<file path="src/rtl/aes_shift_mix_addkey.sv">
// AES-256 round stage: ShiftRows -> MixColumns (bypassed on round NR) -> AddRoundKey,
// registered behind a two-entry output/skid buffer. Optional macro AES_SMA_STALL_CNT_EN adds stall_cnt.
module aes_shift_mix_addkey #(
    parameter int NR = 14
) (
    input  logic         clk,
    input  logic         rst,
    input  logic         in_valid,
    output logic         in_ready,
    input  logic [127:0] sub_data,
    input  logic [127:0] round_key,
    output logic [3:0]   round_idx,
    output logic         out_valid,
    input  logic         out_ready,
    output logic [127:0] out_data,
    output logic         out_last
`ifdef AES_SMA_STALL_CNT_EN
    ,
    output logic [15:0]  stall_cnt
`endif
);

    localparam logic [3:0] LAST_ROUND = 4'(NR);

    function automatic logic [7:0] xtime(input logic [7:0] b);
        xtime = {b[6:0], 1'b0} ^ (b[7] ? 8'h1b : 8'h00);
    endfunction

    function automatic logic [31:0] mix_column(input logic [31:0] col);
        logic [7:0] a0, a1, a2, a3;
        logic [7:0] b0, b1, b2, b3;
        a0 = col[7:0];
        a1 = col[15:8];
        a2 = col[23:16];
        a3 = col[31:24];
        b0 = xtime(a0) ^ xtime(a1) ^ a1 ^ a2 ^ a3;
        b1 = a0 ^ xtime(a1) ^ xtime(a2) ^ a2 ^ a3;
        b2 = a0 ^ a1 ^ xtime(a2) ^ xtime(a3) ^ a3;
        b3 = xtime(a0) ^ a0 ^ a1 ^ a2 ^ xtime(a3);
        mix_column = {b3, b2, b1, b0};
    endfunction

    // Byte k sits at row k%4, column k/4; row r rotates left by r columns.
    function automatic logic [127:0] shift_rows(input logic [127:0] s);
        logic [127:0] res;
        res = '0;
        for (int c = 0; c < 4; c++) begin
            for (int r = 0; r < 4; r++) begin
                res[8*(4*c+r) +: 8] = s[8*(4*((c+r)%4)+r) +: 8];
            end
        end
        shift_rows = res;
    endfunction

    function automatic logic [127:0] mix_columns(input logic [127:0] s);
        logic [127:0] res;
        for (int c = 0; c < 4; c++) begin
            res[32*c +: 32] = mix_column(s[32*c +: 32]);
        end
        mix_columns = res;
    endfunction

    logic [127:0] out_data_q, out_data_d;
    logic         out_last_q, out_last_d;
    logic         out_valid_q, out_valid_d;
    logic [127:0] skid_data_q, skid_data_d;
    logic         skid_last_q, skid_last_d;
    logic         skid_valid_q, skid_valid_d;
    logic [3:0]   round_q, round_d;

    logic         accept;
    logic         xfer;
    logic         is_last;
    logic [127:0] shifted;
    logic [127:0] result;

    assign accept  = in_valid && !skid_valid_q;
    assign xfer    = out_valid_q && out_ready;
    assign is_last = (round_q == LAST_ROUND);
    assign shifted = shift_rows(sub_data);
    assign result  = (is_last ? shifted : mix_columns(shifted)) ^ round_key;

    always_comb begin
        out_data_d   = out_data_q;
        out_last_d   = out_last_q;
        out_valid_d  = out_valid_q;
        skid_data_d  = skid_data_q;
        skid_last_d  = skid_last_q;
        skid_valid_d = skid_valid_q;
        round_d      = round_q;

        if (accept) begin
            round_d = is_last ? 4'd1 : round_q + 4'd1;
        end

        if (!out_valid_q || xfer) begin
            // Output register is free this cycle: refill from skid first, else from the new beat.
            if (skid_valid_q) begin
                out_data_d   = skid_data_q;
                out_last_d   = skid_last_q;
                out_valid_d  = 1'b1;
                skid_valid_d = 1'b0;
            end else if (accept) begin
                out_data_d  = result;
                out_last_d  = is_last;
                out_valid_d = 1'b1;
            end else begin
                out_valid_d = 1'b0;
            end
        end else if (accept) begin
            skid_data_d  = result;
            skid_last_d  = is_last;
            skid_valid_d = 1'b1;
        end
    end

    always_ff @(posedge clk) begin
        if (rst) begin
            out_data_q   <= '0;
            out_last_q   <= 1'b0;
            out_valid_q  <= 1'b0;
            skid_valid_q <= 1'b0;
            round_q      <= 4'd1;
        end else begin
            out_data_q   <= out_data_d;
            out_last_q   <= out_last_d;
            out_valid_q  <= out_valid_d;
            skid_valid_q <= skid_valid_d;
            round_q      <= round_d;
        end
    end

    always_ff @(posedge clk) begin
        skid_data_q <= skid_data_d;
        skid_last_q <= skid_last_d;
    end

`ifdef AES_SMA_STALL_CNT_EN
    logic [15:0] stall_q, stall_d;

    always_comb begin
        stall_d = stall_q;
        if (out_valid_q && !out_ready && stall_q != 16'hffff) begin
            stall_d = stall_q + 16'd1;
        end
    end

    always_ff @(posedge clk) begin
        if (rst) begin
            stall_q <= '0;
        end else begin
            stall_q <= stall_d;
        end
    end

    assign stall_cnt = stall_q;
`endif

    assign in_ready  = !skid_valid_q;
    assign round_idx = round_q;
    assign out_valid = out_valid_q;
    assign out_data  = out_data_q;
    assign out_last  = out_last_q;

endmodule

</file>
<file path="config.mk">
export PLATFORM = sky130hd
export DESIGN_NAME = aes_shift_mix_addkey
export DESIGN_NICKNAME = d
export VERILOG_FILES = /design/src/rtl/aes_shift_mix_addkey.sv
export SDC_FILE = /design/constraint.sdc
export NUM_CORES = 1
export LEC_CHECK = 0
export BUFFER_PORTS_ARGS = -buffer_cell sky130_fd_sc_hd__buf_2
export CORE_AREA = 2 2 160 224
export CTS_CLUSTER_DIAMETER = 40
export CTS_CLUSTER_SIZE = 14
export DETAILED_ROUTE_END_ITERATION = 12
export DIE_AREA = 0 0 162 226
export HOLD_SLACK_MARGIN = 0.15
export PLACE_DENSITY = 0.77
export RECOVER_POWER = 50
export SLEW_MARGIN = 20
export SYNTH_ARGS = -nofsm -noshare
export SYNTH_HDL_FRONTEND = slang
export SYNTH_SLANG_ARGS = --single-unit
</file>
<file path="constraint.sdc">
create_clock -name clk -period 7.4 [get_ports clk]
set_input_delay 1.48 -clock clk [delete_from_list [all_inputs] [get_ports clk]]
set_output_delay 1.48 -clock clk [all_outputs]
set_load 0.02 [all_outputs]
</file>
# Word-level counts from Yosys, hierarchy flattened

Cells that the tools add are included.

Register bits after elaboration: 264
Output and inout bits: 135
Word-level logic and storage cells: 124

$add $sub $neg: 1
Eq/ne operators: 1
Muxes and demuxes: 24
Bitwise logic cells: 82
Reductions and logical operators: 9

Operators with widths:

| cell                  | number |
|---|---|
| $xor A8 B8 Y8         | 64 |
| $mux W128             | 3 |
| $xor A128 B128 Y128   | 1 |
| $xor A8 B5 Y8         | 16 |
| $mux W5               | 16 |
| $add A4 B1 Y4 const B | 1 |
| $eq A4 B4 Y1 const B  | 1 |
| $mux W1               | 4 |
| $mux W4               | 1 |
| $reduce_and A2 Y1     | 2 |
| $logic_and A1 B1 Y1   | 2 |
| $logic_not A1 Y1      | 2 |
| $reduce_bool A2 Y1    | 1 |
| $reduce_or A2 Y1      | 1 |
| $logic_or A1 B1 Y1    | 1 |
| $not A1 Y1            | 1 |

# Longest topological paths before layout

Gate-level depths: netlist (run 1).

Depth after elaboration: 10
Mapped depth: 8
Gate-level depth less buffers: 7

# Worst setup path before layout (run 1)

OpenSTA, ideal clock, no wires.

Path type: input port to flip-flop
Start point: input out_ready
End point: register skid_data_q[0], enable pin
Data arrival time: 7041 ps
Required time: 6781 ps
Slack: -261 ps
Stages: 2
Cells stage by stage: nand2b_1 > nor2_1

Cells in the longest elaborated chain, start to end: 4

Ends and longest elaborated chain:

| element                     | RTL line | RTL |
|---|---|---|
| start, declared             | 14       | `input logic out_ready,` |
| $logic_and A1 B1 Y1         | 78       | `assign xfer = out_valid_q && out_ready;` |
| $logic_or A1 B1 Y1          | 96       | `if (!out_valid_q \|\| xfer) begin` |
| $not A1 Y1 (no line)        | --       |  |
| $reduce_and A2 Y1 (no line) | --       |  |
| end signal, assigned        | 134      | `skid_data_q <= skid_data_d;` |
| end, declared               | 66       | `logic [127:0] skid_data_q, skid_data_d;` |

No other way between the ends.
A chain may end at the register's enable or synchronous reset.

# Worst setup path in the final report (run 1)

Start point: register round_q[0] (netlist: round_idx[0])
End point: register out_data_q[68] (netlist: out_data[68])

Cells in the longest elaborated chain, start to end: 5

Ends and longest elaborated chain:

| element                | RTL line | RTL |
|---|---|---|
| start, declared        | 69       | `logic [3:0] round_q, round_d;` |
| start signal, assigned | 129      | `round_q <= round_d;` |
| $eq A4 B4 Y1           | 79       | `assign is_last = (round_q == LAST_ROUND);` |
| $mux W128              | 81       | `assign result = (is_last ? shifted : mix_columns(shifted)) ^ round_key;` |
| $xor A128 B128 Y128    | 81       |  |
| via result[68]         | 75       | `logic [127:0] result;` |
| $mux W128              | 103      | `end else if (accept) begin` |
| $mux W128              | 98       | `if (skid_valid_q) begin` |
| end signal, assigned   | 125      | `out_data_q <= out_data_d;` |
| end, declared          | 63       | `logic [127:0] out_data_q, out_data_d;` |

The timed path passes the listed nets, and every way through them passes these cells. The select of a mux whose other input is x is not followed.

==> run summary, run 1 <==
Syn Nets - 1,768
Remaining DRCs - 0
# H-tree levels - 2
synth warn - 0
WP buf/inv - 1
Reg-to-Reg End - out_data[68]
Clock Latency Late Sink - 0.52 ns
cts repair resizes - 0
CP Class - reg2reg
Fillers - 2,983
Min-Delay Path Depth - 2
Chip Width - 162 um
Detailed Place HPWL - 33,500 um
I/O Pins - 395
Setup Buffers After CTS - 0
Power Density - 255 mW/mm2
failing checks - max-capacitance violations, max-slew violations
placed insts - 2,248
cell row count - 81
RD Place Congestion - 0.886
fmax - 179 MHz
Netlist cell types - 37
number of nets in the layout - 2,089
core area - 0.0347 mm2
Post-Synthesis Cell Area - 0.0171 mm2
Worst Path Max Fanout - 57
post-route setup TNS - 0 ns
Total Wirelength - 47,300 um
Arr. time, crit path - 5.98 ns
r2r setup slk - 1.83 ns
Reg2Reg Depth - 6
clock sink count - 264
top cells by area, synth - edfxtp_1 23%, xnor3_1 19%, dfxtp_1 16%
cell family contributing the most delay on the critical path - buffers and inverters
routed vias/inst - 5.52
Setup-failing EPs final - 0
share of layout cells above drive strength 1 - 18.6%
vias in the first global route - 12,800
CP startpoint kind - flip-flop
Hold Path Class - reg2reg
CTS tree - built
area occupied by multi-input gates - 0.00998 mm2
worst-case clock skew - 0.0130 ns
post-synthesis register bit count - 264
worst path cell trace - nand4b_1 > clkbuf_1 > mux2i_1 > xnor2_1 > nor2_1 > nor4_1
top-area cell type share of the netlist area - 22.7%
top_reg_cell synth - dfxtp_1
post-synthesis to final-layout area growth - 18.7%
max cap viols - 3
Hold Crit Start - out_data[107]
crit end category - flip-flop
Finished Cell Area - 0.0203 mm2
Antenna Violating Nets Remaining - 0
DRT Pass-1 Iters - 5
via count - 12,800
shortest period the worst path allows - 5.57 ns
final slew viol count - 139
asr flop ratio synth - 0%
Buffers on Ports - 394
Tcrit/Tclk final - 75.3%
CP required - 7.81 ns
status - finished, violations left
Rel. slew slack - -184%
Critical R2R Launch - round_idx[0]
WL per Instance - 20.4 um
post-layout instance count excluding filler cells - 2,320
most frequent cells in the layout - 261 x buf_2, 260 x nor2_1, 191 x xnor2_1
leading area contributor after synthesis - edfxtp_1
initial antenna violation count - 12
RSZ-0062 raised after global routing - no
WHS Endpoint - out_data[107]
CTS buffer count - 34
Die Y - 226 um
DP Area - 0.0192 mm2
Leak Pwr - 0.00935 uW
first-pass GRT wire length - 70,500 um
sequential fraction of the synthesis area - 38.5%
Root Buffer - clkbuf_16
largest net degree at the start of global routing - 82
Post-Syn Instances - 1,508
Worst Max-Slew Pin Slew - 4.26 ns
die area - 0.0366 mm2
Initial Util - 49.3%
DRT iter0 DRCs - 893
most common cell after layout, fill and taps aside - buf_2
VDD IR max - 182 uV
GRT Total Usage - 24.8%
Clock Path Buffers - 3
CTS clock-pin slew for the worst setup and hold paths - 0.06 ns
number of synthesized flops with an enable pin - 129
Critical Path Max Stage Delay - 3.01 ns
cts hold-fix bufs - 0
Final Hold Fails - 0
CP max-delay cell - clkbuf_1
FF/Latch Area - 0.00658 mm2
GR Overflow Total - 0
syn_area_per_cell - 11.3 um2
-- Yosys cell counts (2+ instances only) --
master,instances
nor2_1,260
xnor2_1,191
xnor3_1,141
dfxtp_1,135
nor3_1,134
edfxtp_1,129
nor4_1,124
mux2i_1,110
clkbuf_1,78
xor2_1,71
buf_2,24
nand2_1,22
xor3_1,20
o21ai_0,12
buf_4,9
o21a_1,6
xnor2_2,6
a21oi_1,5
buf_1,4
clkbuf_2,4
o21ai_1,4
nand2b_1,2
nand3_1,2
o21ai_2,2
-- area by class of cell --
cell class / instances / area share (%)
Antenna cell: 10 / 0.124
Inverter: 2 / 0.0494
Tap cell: 456 / 2.82
Multi-Input combinational cell: 1122 / 49.3
Timing Repair Buffer: 405 / 9.28
Clock inverter: 23 / 1.38
Sequential cell: 264 / 32.5
Clock buffer: 38 / 4.59
-- cell families (layout without fill, tap and decap cells) --
family,count (synthesis),after routing,synth area share (%)
compound gates,32,32,1.13
xor+xnor,432,432,35.8
buf+inv,122,468,3.13
flops,264,264,38.5
mux,110,110,6.45
other cells,0,10,0
simple gates,548,548,15.0
-- sequential cells by signal (all words and copies together) (netlist names) --
signal / count
skid_last_q: 1
skid_valid_q: 1
out_data: 128
out_valid: 1
out_last: 1
skid_data_q: 128
round_idx: 4
-- worst register-to-register path: stages (launching register included) --
cell and delay [ns]:
dfxtp_1 0.46, nand4b_1 0.35, clkbuf_1 3.01, mux2i_1 0.88, xnor2_1 0.46, nor2_1 0.09
nor4_1 0.22
-- layer usage --
| metal | wire length [um] | vias to the layer above | global-route usage (%) |
|---|---|---|---|
| met4 | 2240 | 4 | 11.7 |
| met2 | 23700 | 571 | 43.1 |
| li1 | - | 5961 | - |
| met3 | 3050 | 117 | 3.89 |
| met5 | 21 | - | 0 |
| met1 | 18300 | 6155 | 30.2 |
-- how the worst max path moves through the flow --
stage                       startpoint        endpoint  depth (start not counted)
after floorplan              out_ready  skid_data_q[0]                          2
after global placement       out_ready    out_data[94]                          7
after detailed placement     out_ready    out_data[42]                          7
after CTS                 skid_valid_q        in_ready                          3
after global routing      round_idx[0]    out_data[68]                          6
final                     round_idx[0]    out_data[68]                          6
-- per-stage QoR --
stage	total power, uW	hold WS [ns]	setup WS, ns	util (%)
3_5_place_dp	3450	0.488	3.27	55.4
2_1_floorplan	3000	0.506	1.92	-
4_1_cts	5220	0.496	3.23	58.9
6_report	5160	0.496	1.83	58.4
3_3_place_gp	3410	0.481	3.36	55.4
5_1_grt	5390	0.517	1.69	58.4
-- where the power goes --
part           internal (uW)  switching [uW]  total (uW)
sequential              1730            69.7        1800
clock                   1070             686        1760
combinational            747             858        1600
Note: power is estimated with default switching activity, not from simulation.
==> run 2: changes to the inputs <==
--- a/config.mk
+++ b/config.mk
@@ -5,14 +5,15 @@
 export SDC_FILE = /design/constraint.sdc
 export NUM_CORES = 1
 export LEC_CHECK = 0
+export ABC_AREA = 1
 export BUFFER_PORTS_ARGS = -buffer_cell sky130_fd_sc_hd__buf_2
-export CORE_AREA = 2 2 160 224
+export CORE_AREA = 2 2 167 235
 export CTS_CLUSTER_DIAMETER = 40
 export CTS_CLUSTER_SIZE = 14
 export DETAILED_ROUTE_END_ITERATION = 12
-export DIE_AREA = 0 0 162 226
+export DIE_AREA = 0 0 169 237
 export HOLD_SLACK_MARGIN = 0.15
-export PLACE_DENSITY = 0.77
+export PLACE_DENSITY = 0.79
 export RECOVER_POWER = 50
 export SLEW_MARGIN = 20
 export SYNTH_ARGS = -nofsm -noshare
==> constraint.sdc (replaced) <==
create_clock -name clk -period 5.48 [get_ports clk]
set_input_delay 1.096 -clock clk [delete_from_list [all_inputs] [get_ports clk]]
set_output_delay 1.096 -clock clk [all_outputs]
set_load 0.02 [all_outputs]
==> run summary, run 2 <==
Worst Max-Slew Pin Slew - 3.04 ns (-1.22 ns)
CTS clock-pin slew for the worst setup and hold paths - 0.06 ns (about the same)
I/O Pins - 395 (unchanged)
Arr. time, crit path - 4.43 ns (-1.55 ns)
Worst Path Max Fanout - 73 (+28%)
leading area contributor after synthesis - nand2_1
largest net degree at the start of global routing - 141 (+72%)
WP buf/inv - 2 (+1)
Critical Path Max Stage Delay - 2.11 ns (-0.90 ns)
CP startpoint kind - primary input
failing checks - max-capacitance violations, max-slew violations
Chip Width - 169 um (+4.3%)
CP Class - in2reg
Remaining DRCs - 0 (unchanged)
WL per Instance - 14.1 um (-31%)
number of synthesized flops with an enable pin - 129 (unchanged)
Finished Cell Area - 0.0238 mm2 (+17%)
RD Place Congestion - 0.941 (+6.2%)
core area - 0.0381 mm2 (+9.8%)
routed vias/inst - 5.18 (-6.2%)
top-area cell type share of the netlist area - 31.8% (+9.1 points)
crit end category - flip-flop
Leak Pwr - 0.0131 uW (+40%)
synth warn - 0 (unchanged)
max cap viols - 1 (-2)
cts repair resizes - 0 (unchanged)
Final Hold Fails - 0 (unchanged)
Die Y - 237 um (+4.9%)
Fin Hold WS - 0.460 ns (-0.0360 ns)
DP Area - 0.0226 mm2 (+18%)
Power Density - 270 mW/mm2 (+6.1%)
# H-tree levels - 2 (unchanged)
DRT iter0 DRCs - 1,452 (+63%)
die area - 0.0401 mm2 (+9.4%)
Rel. slew slack - -103% (+81 points)
top cells by count, synth - 1,750 x nand2_1, 480 x nand3_1, 309 x inv_1, 267 x nor2_1, 135 x dfxtp_1
worst path cell trace - clkbuf_1 > buf_4 > a21oi_1
Worst setup startpoint - rst
final slew viol count - 61 (-56%)
asr flop ratio synth - 0% (unchanged)
most frequent cells in the layout - 1,750 x nand2_1, 480 x nand3_1, 309 x inv_1
Hold Crit Start - out_data[39]
top cells by area, synth - nand2_1 32%, edfxtp_1 19%, dfxtp_1 13%
CP max-delay cell - clkbuf_1
cell family contributing the most delay on the critical path - buffers and inverters
GRT Total Usage - 29.9% (+5.1 points)
most common cell after layout, fill and taps aside - nand2_1
Total Wirelength - 61,600 um (+30%)
CTS tree - built
number of nets in the layout - 4,106 (+97%)
Antenna Violating Nets Remaining - 0 (unchanged)
Critical R2R Launch - skid_valid_q
CP required - 5.86 ns (-1.95 ns)
Root Buffer - clkbuf_16
Setup Buffers After CTS - 0 (unchanged)
Setup-failing EPs final - 0 (unchanged)
cts hold-fix bufs - 0 (unchanged)
Clock Latency Late Sink - 0.55 ns (+0.03 ns)
post-synthesis to final-layout area growth - 14.9%
Hold Path Class - reg2reg
first-pass GRT wire length - 98,500 um (+40%)
Detailed Place HPWL - 44,200 um (+32%)
via count - 22,600 (+76%)
share of layout cells above drive strength 1 - 9.50% (-9.1 points)
fmax - 247 MHz
VDD IR max - 309 uV (+70%)
syn_area_per_cell - 5.78 um2 (-49%)
Netlist cell types - 25 (-32%)
sequential fraction of the synthesis area - 31.8% (-6.7 points)
status - finished, violations left
dominant cell by count in the synthesized netlist - nand2_1
post-route setup TNS - 0 ns (unchanged)
cell row count - 85 (+4.9%)
Buffers on Ports - 394 (unchanged)
RSZ-0062 raised after global routing - no
initial antenna violation count - 15 (+3)
Clock Path Buffers - 3 (unchanged)
shortest period the worst path allows - 4.05 ns
Post-Synthesis Cell Area - 0.0207 mm2 (+21%)
clock sink count - 264 (unchanged)
DRT Pass-1 Iters - 5 (unchanged)
Syn Nets - 3,839 (+120%)
CTS buffer count - 36 (+5.9%)
post-synthesis register bit count - 264 (unchanged)
worst-case clock skew - 0.0188 ns (+0.00574 ns)
Tcrit/Tclk final - 73.9%
Initial Util - 54.3% (+5.0 points)
top_reg_cell synth - dfxtp_1
vias in the first global route - 20,600 (+61%)
GR Overflow Total - 0 (unchanged)
Post-Syn Instances - 3,579 (+140%)
-- run 2: cell count changes in the layout (fill, tap and decap cells not counted), sizes merged, moves of 110 or more --
cell,before,now
a21oi,5,131
inv,14,322
mux2i,110,0
nand2,22,1750
nand3,2,480
nor3,134,2
nor4,124,0
xnor2,198,63
xnor3,142,0
-- run 2: metrics by stage --
| stage | utilization [%] | power (uW) | instances | setup WS (ns) |
|---|---|---|---|---|
| detailed placement | 59.5 | 4050 | 4286 | 2.43 |
| global route | 62.3 | 6800 | 4359 | 1.16 |
| floorplan | - | 3570 | 3579 | 0.341 |
| CTS | 62.7 | 6480 | 4352 | 2.27 |
| global placement | 59.5 | 4020 | 4286 | 2.43 |
| finish | 62.4 | 6420 | 4367 | 1.43 |
-- run 2: logic make-up (layout without fill, tap and decap cells) --
kind of cell | count (synthesis) | in the layout | share of synthesized area, %
xor gates and xnor gates | 121 | 121 | 5.13
and+or+nand+nor | 2534 | 2534 | 49.5
DFF | 264 | 264 | 31.8
buffers and inverters | 491 | 786 | 9.25
AOI/OAI and AO/OA | 169 | 169 | 4.29
other | 0 | 15 | 0
-- run 2: power by group --
group / switching, uW / internal, uW / total, uW / leakage, uW
combinational: 1150 / 580 / 1730 / 0.0102
clock: 999 / 1410 / 2410 / 0.000596
sequential: 56.9 / 2230 / 2280 / 0.00229
total: 2200 / 4220 / 6420 / 0.0131
-- run 2: path summary, 6_finish.rpt --
kind / depth (start not counted) / to / slack, ns
hold / removal: 2 / out_data[39] / 0.46
setup reg to reg: 8 / out_data[71] / 2.13
hold reg to reg: 2 / out_data[39] / 0.46
setup / recovery: 3 / out_data[110] / 1.43
-- run 2: final cells by class --
class / instances / area [um2]
antenna: 15 / 37.5
clock buffer: 42 / 975
clock inverter: 24 / 262
fill: 3947 / 14300
inverter: 315 / 1200
multi-input combinational: 2824 / 12200
sequential: 264 / 6580
tap: 478 / 598
timing repair buffer: 405 / 1930
-- run 2: tightest hold or removal path, cell delays in order, from the launching register on --
cell and delay (ns):
dfxtp_1 0.31, nand2_1 0.06, a21oi_1 0.05
-- run 2: per-layer routing --
metal,track usage [%],part of all wire (%),vias to the layer above
met2,52.4,48,692
li1,-,-,11700
met4,13.5,4.0,12
met3,5.45,6.9,161
met1,35.6,41,10000
met5,0,0.11,-
==> run 3: changes to the inputs <==
--- a/config.mk
+++ b/config.mk
@@ -5,15 +5,15 @@
 export SDC_FILE = /design/constraint.sdc
 export NUM_CORES = 1
 export LEC_CHECK = 0
-export ABC_AREA = 1
+export ABC_AREA = 0
 export BUFFER_PORTS_ARGS = -buffer_cell sky130_fd_sc_hd__buf_2
-export CORE_AREA = 2 2 167 235
+export CORE_AREA = 2 2 160 224
 export CTS_CLUSTER_DIAMETER = 40
 export CTS_CLUSTER_SIZE = 14
 export DETAILED_ROUTE_END_ITERATION = 12
-export DIE_AREA = 0 0 169 237
+export DIE_AREA = 0 0 162 226
 export HOLD_SLACK_MARGIN = 0.15
-export PLACE_DENSITY = 0.79
+export PLACE_DENSITY = 0.77
 export RECOVER_POWER = 50
 export SLEW_MARGIN = 20
 export SYNTH_ARGS = -nofsm -noshare
==> constraint.sdc (replaced) <==
create_clock -name clk -period 3.4 [get_ports clk]
set_input_delay 0.68 -clock clk [delete_from_list [all_inputs] [get_ports clk]]
set_output_delay 0.68 -clock clk [all_outputs]
set_load 0.02 [all_outputs]
==> run summary, run 3 (same netlist as run 1, synthesis figures left out) <==
most frequent cells in the layout - 264 x buf_2, 260 x nor2_1, 191 x xnor2_1
GR Util met2 - 44.3% (-8.2 points)
CP required - 3.50 ns (-2.36 ns)
Final Hold Fails - 0 (unchanged)
failing checks - max-capacitance violations, max-slew violations
Reg2Reg Depth - 4 (-4)
Rel. slew slack - -35.9% (+67 points)
share of layout cells above drive strength 1 - 18.8% (+9.3 points)
WP buf/inv - 2 (unchanged)
Power Density - 553 mW/mm2 (+100%)
Setup Buffers After CTS - 0 (unchanged)
Worst Max-Slew Pin Slew - 2.04 ns (-1.00 ns)
Finished Cell Area - 0.0204 mm2 (-14%)
cts hold-fix bufs - 0 (unchanged)
CP startpoint kind - flip-flop
worst path cell trace - inv_4 > nand2_1 > nor2_1 > clkbuf_1
Detailed Place HPWL - 33,800 um (-23%)
DP Area - 0.0193 mm2 (-15%)
Initial Util - 49.3% (-5.0 points)
clock sink count - 264 (unchanged)
fmax - 365 MHz
Min-Delay Path Depth - 2 (unchanged)
cts repair resizes - 0 (unchanged)
setup ws final - 0.660 ns (-0.771 ns)
worst-case clock skew - 0.0146 ns (-0.00414 ns)
VDD IR max - 406 uV (+31%)
GRT Max-Usage Layer - met2
Remaining DRCs - 0 (unchanged)
first-pass GRT wire length - 73,000 um (-26%)
Die Y - 226 um (-4.6%)
fin util - 58.7% (-3.6 points)
Antenna Violating Nets Remaining - 0 (unchanged)
Total Wirelength - 48,300 um (-22%)
most common cell after layout, fill and taps aside - buf_2
Worst Path Max Fanout - 33 (-55%)
DRT iter0 DRCs - 991 (-32%)
Arr. time, crit path - 2.84 ns (-1.59 ns)
Tcrit/Tclk final - 80.6%
CTS tree - built
GRT Total Usage - 25.6% (-4.3 points)
Chip Width - 162 um (-4.1%)
Clock Latency Late Sink - 0.53 ns (-0.02 ns)
core area - 0.0347 mm2 (-9.0%)
RD Place Congestion - 0.863 (-8.3%)
shortest period the worst path allows - 2.74 ns
DRT Pass-1 Iters - 5 (unchanged)
I/O Pins - 395 (unchanged)
CTS clock-pin slew for the worst setup and hold paths - 0.06 ns (about the same)
routed vias/inst - 5.55 (+7.3%)
met1 Track Usage GR - 31.1% (-4.5 points)
# H-tree levels - 2 (unchanged)
post-synthesis to final-layout area growth - 19.3%
CP Class - reg2reg
post-route setup TNS - 0 ns (unchanged)
CP max-delay cell - clkbuf_1
WL per Instance - 20.8 um (+47%)
met3 usage - 3.89% (-1.6 points)
max cap viols - 4 (+3)
RSZ-0062 raised after global routing - no
initial antenna violation count - 7 (-8)
cell row count - 81 (-4.7%)
cell family contributing the most delay on the critical path - buffers and inverters
Clock Path Buffers - 3 (unchanged)
Critical Path Max Stage Delay - 1.48 ns (-0.63 ns)
status - finished, violations left
pre-CTS WS - 0.712 ns (-1.72 ns)
number of nets in the layout - 2,092 (-49%)
Buffers on Ports - 394 (unchanged)
vias in the first global route - 13,000 (-37%)
CP Depth - 4 (+1)
Root Buffer - clkbuf_16
final slew viol count - 132 (+120%)
Hold Path Class - in2reg
largest net degree at the start of global routing - 130 (-7.8%)
die area - 0.0366 mm2 (-8.6%)
Leak Pwr - 0.00941 uW (-28%)
via count - 12,900 (-43%)
GR Overflow Total - 0 (unchanged)
crit end category - flip-flop
Setup-failing EPs final - 0 (unchanged)
CTS buffer count - 35 (-2.8%)
run 3: changes by cell type in the layout (fill, tap and decap cells not counted), moves of 20 or more:
cell | previous run | this run
nand3_1 | 480 | 2
mux2i_1 | 0 | 110
xnor3_1 | 0 | 141
nand2_1 | 1750 | 21
xor3_1 | 0 | 20
inv_1 | 309 | 0
nor3_1 | 2 | 134
nand3b_1 | 24 | 1
buf_2 | 286 | 264
nor4_1 | 0 | 124
xnor2_1 | 63 | 191
clkbuf_1 | 111 | 137
a21oi_1 | 131 | 5
run 3: final timing paths:
check / start / endpoint / slack (ns)
hold / removal: round_key[34] / skid_data_q[34] / 0.48
setup / recovery: skid_valid_q / skid_data_q[89] / 0.66
setup reg to reg: skid_valid_q / skid_data_q[89] / 0.66
hold reg to reg: out_data[97] / out_data[97] / 0.50
run 3: stage by stage:
stage	power (uW)	cells	hold slack [ns]
after floorplan	6520	1508	0.506
after global placement	7430	2251	0.481
after detailed placement	7520	2251	0.488
after CTS	11400	2315	0.449
after global routing	11700	2322	0.460
final	11300	2324	0.476
run 3: layout make-up:
type	instances	area [um2]
fillers	2948	14300
multi-input cells	1122	9990
flip-flops and latches	264	6580
repair buffers	407	1990
clock buffers	43	926
well taps	456	571
clock inverters	21	283
diodes	9	22.5
inverters	2	10.0
run 3: worst register-to-register path: stages (launching register included):
cell,delay [ns]
dfxtp_1,0.42
inv_4,0.14
nand2_1,0.08
nor2_1,0.17
clkbuf_1,1.48
run 3: report_power, final:
group	internal, uW	switching [uW]	total (uW)	leakage (uW)
logic	1640	1880	3530	0.00653
registers	3770	140	3910	0.00230
clock network	2250	1570	3830	0.000588
total	7660	3600	11300	0.00941
run 3: layer usage:
metal	part of all wire, %	wire length, um
met1	38	18600
met2	50	24300
met3	6.2	2990
met4	5.0	2430
met5	0	0
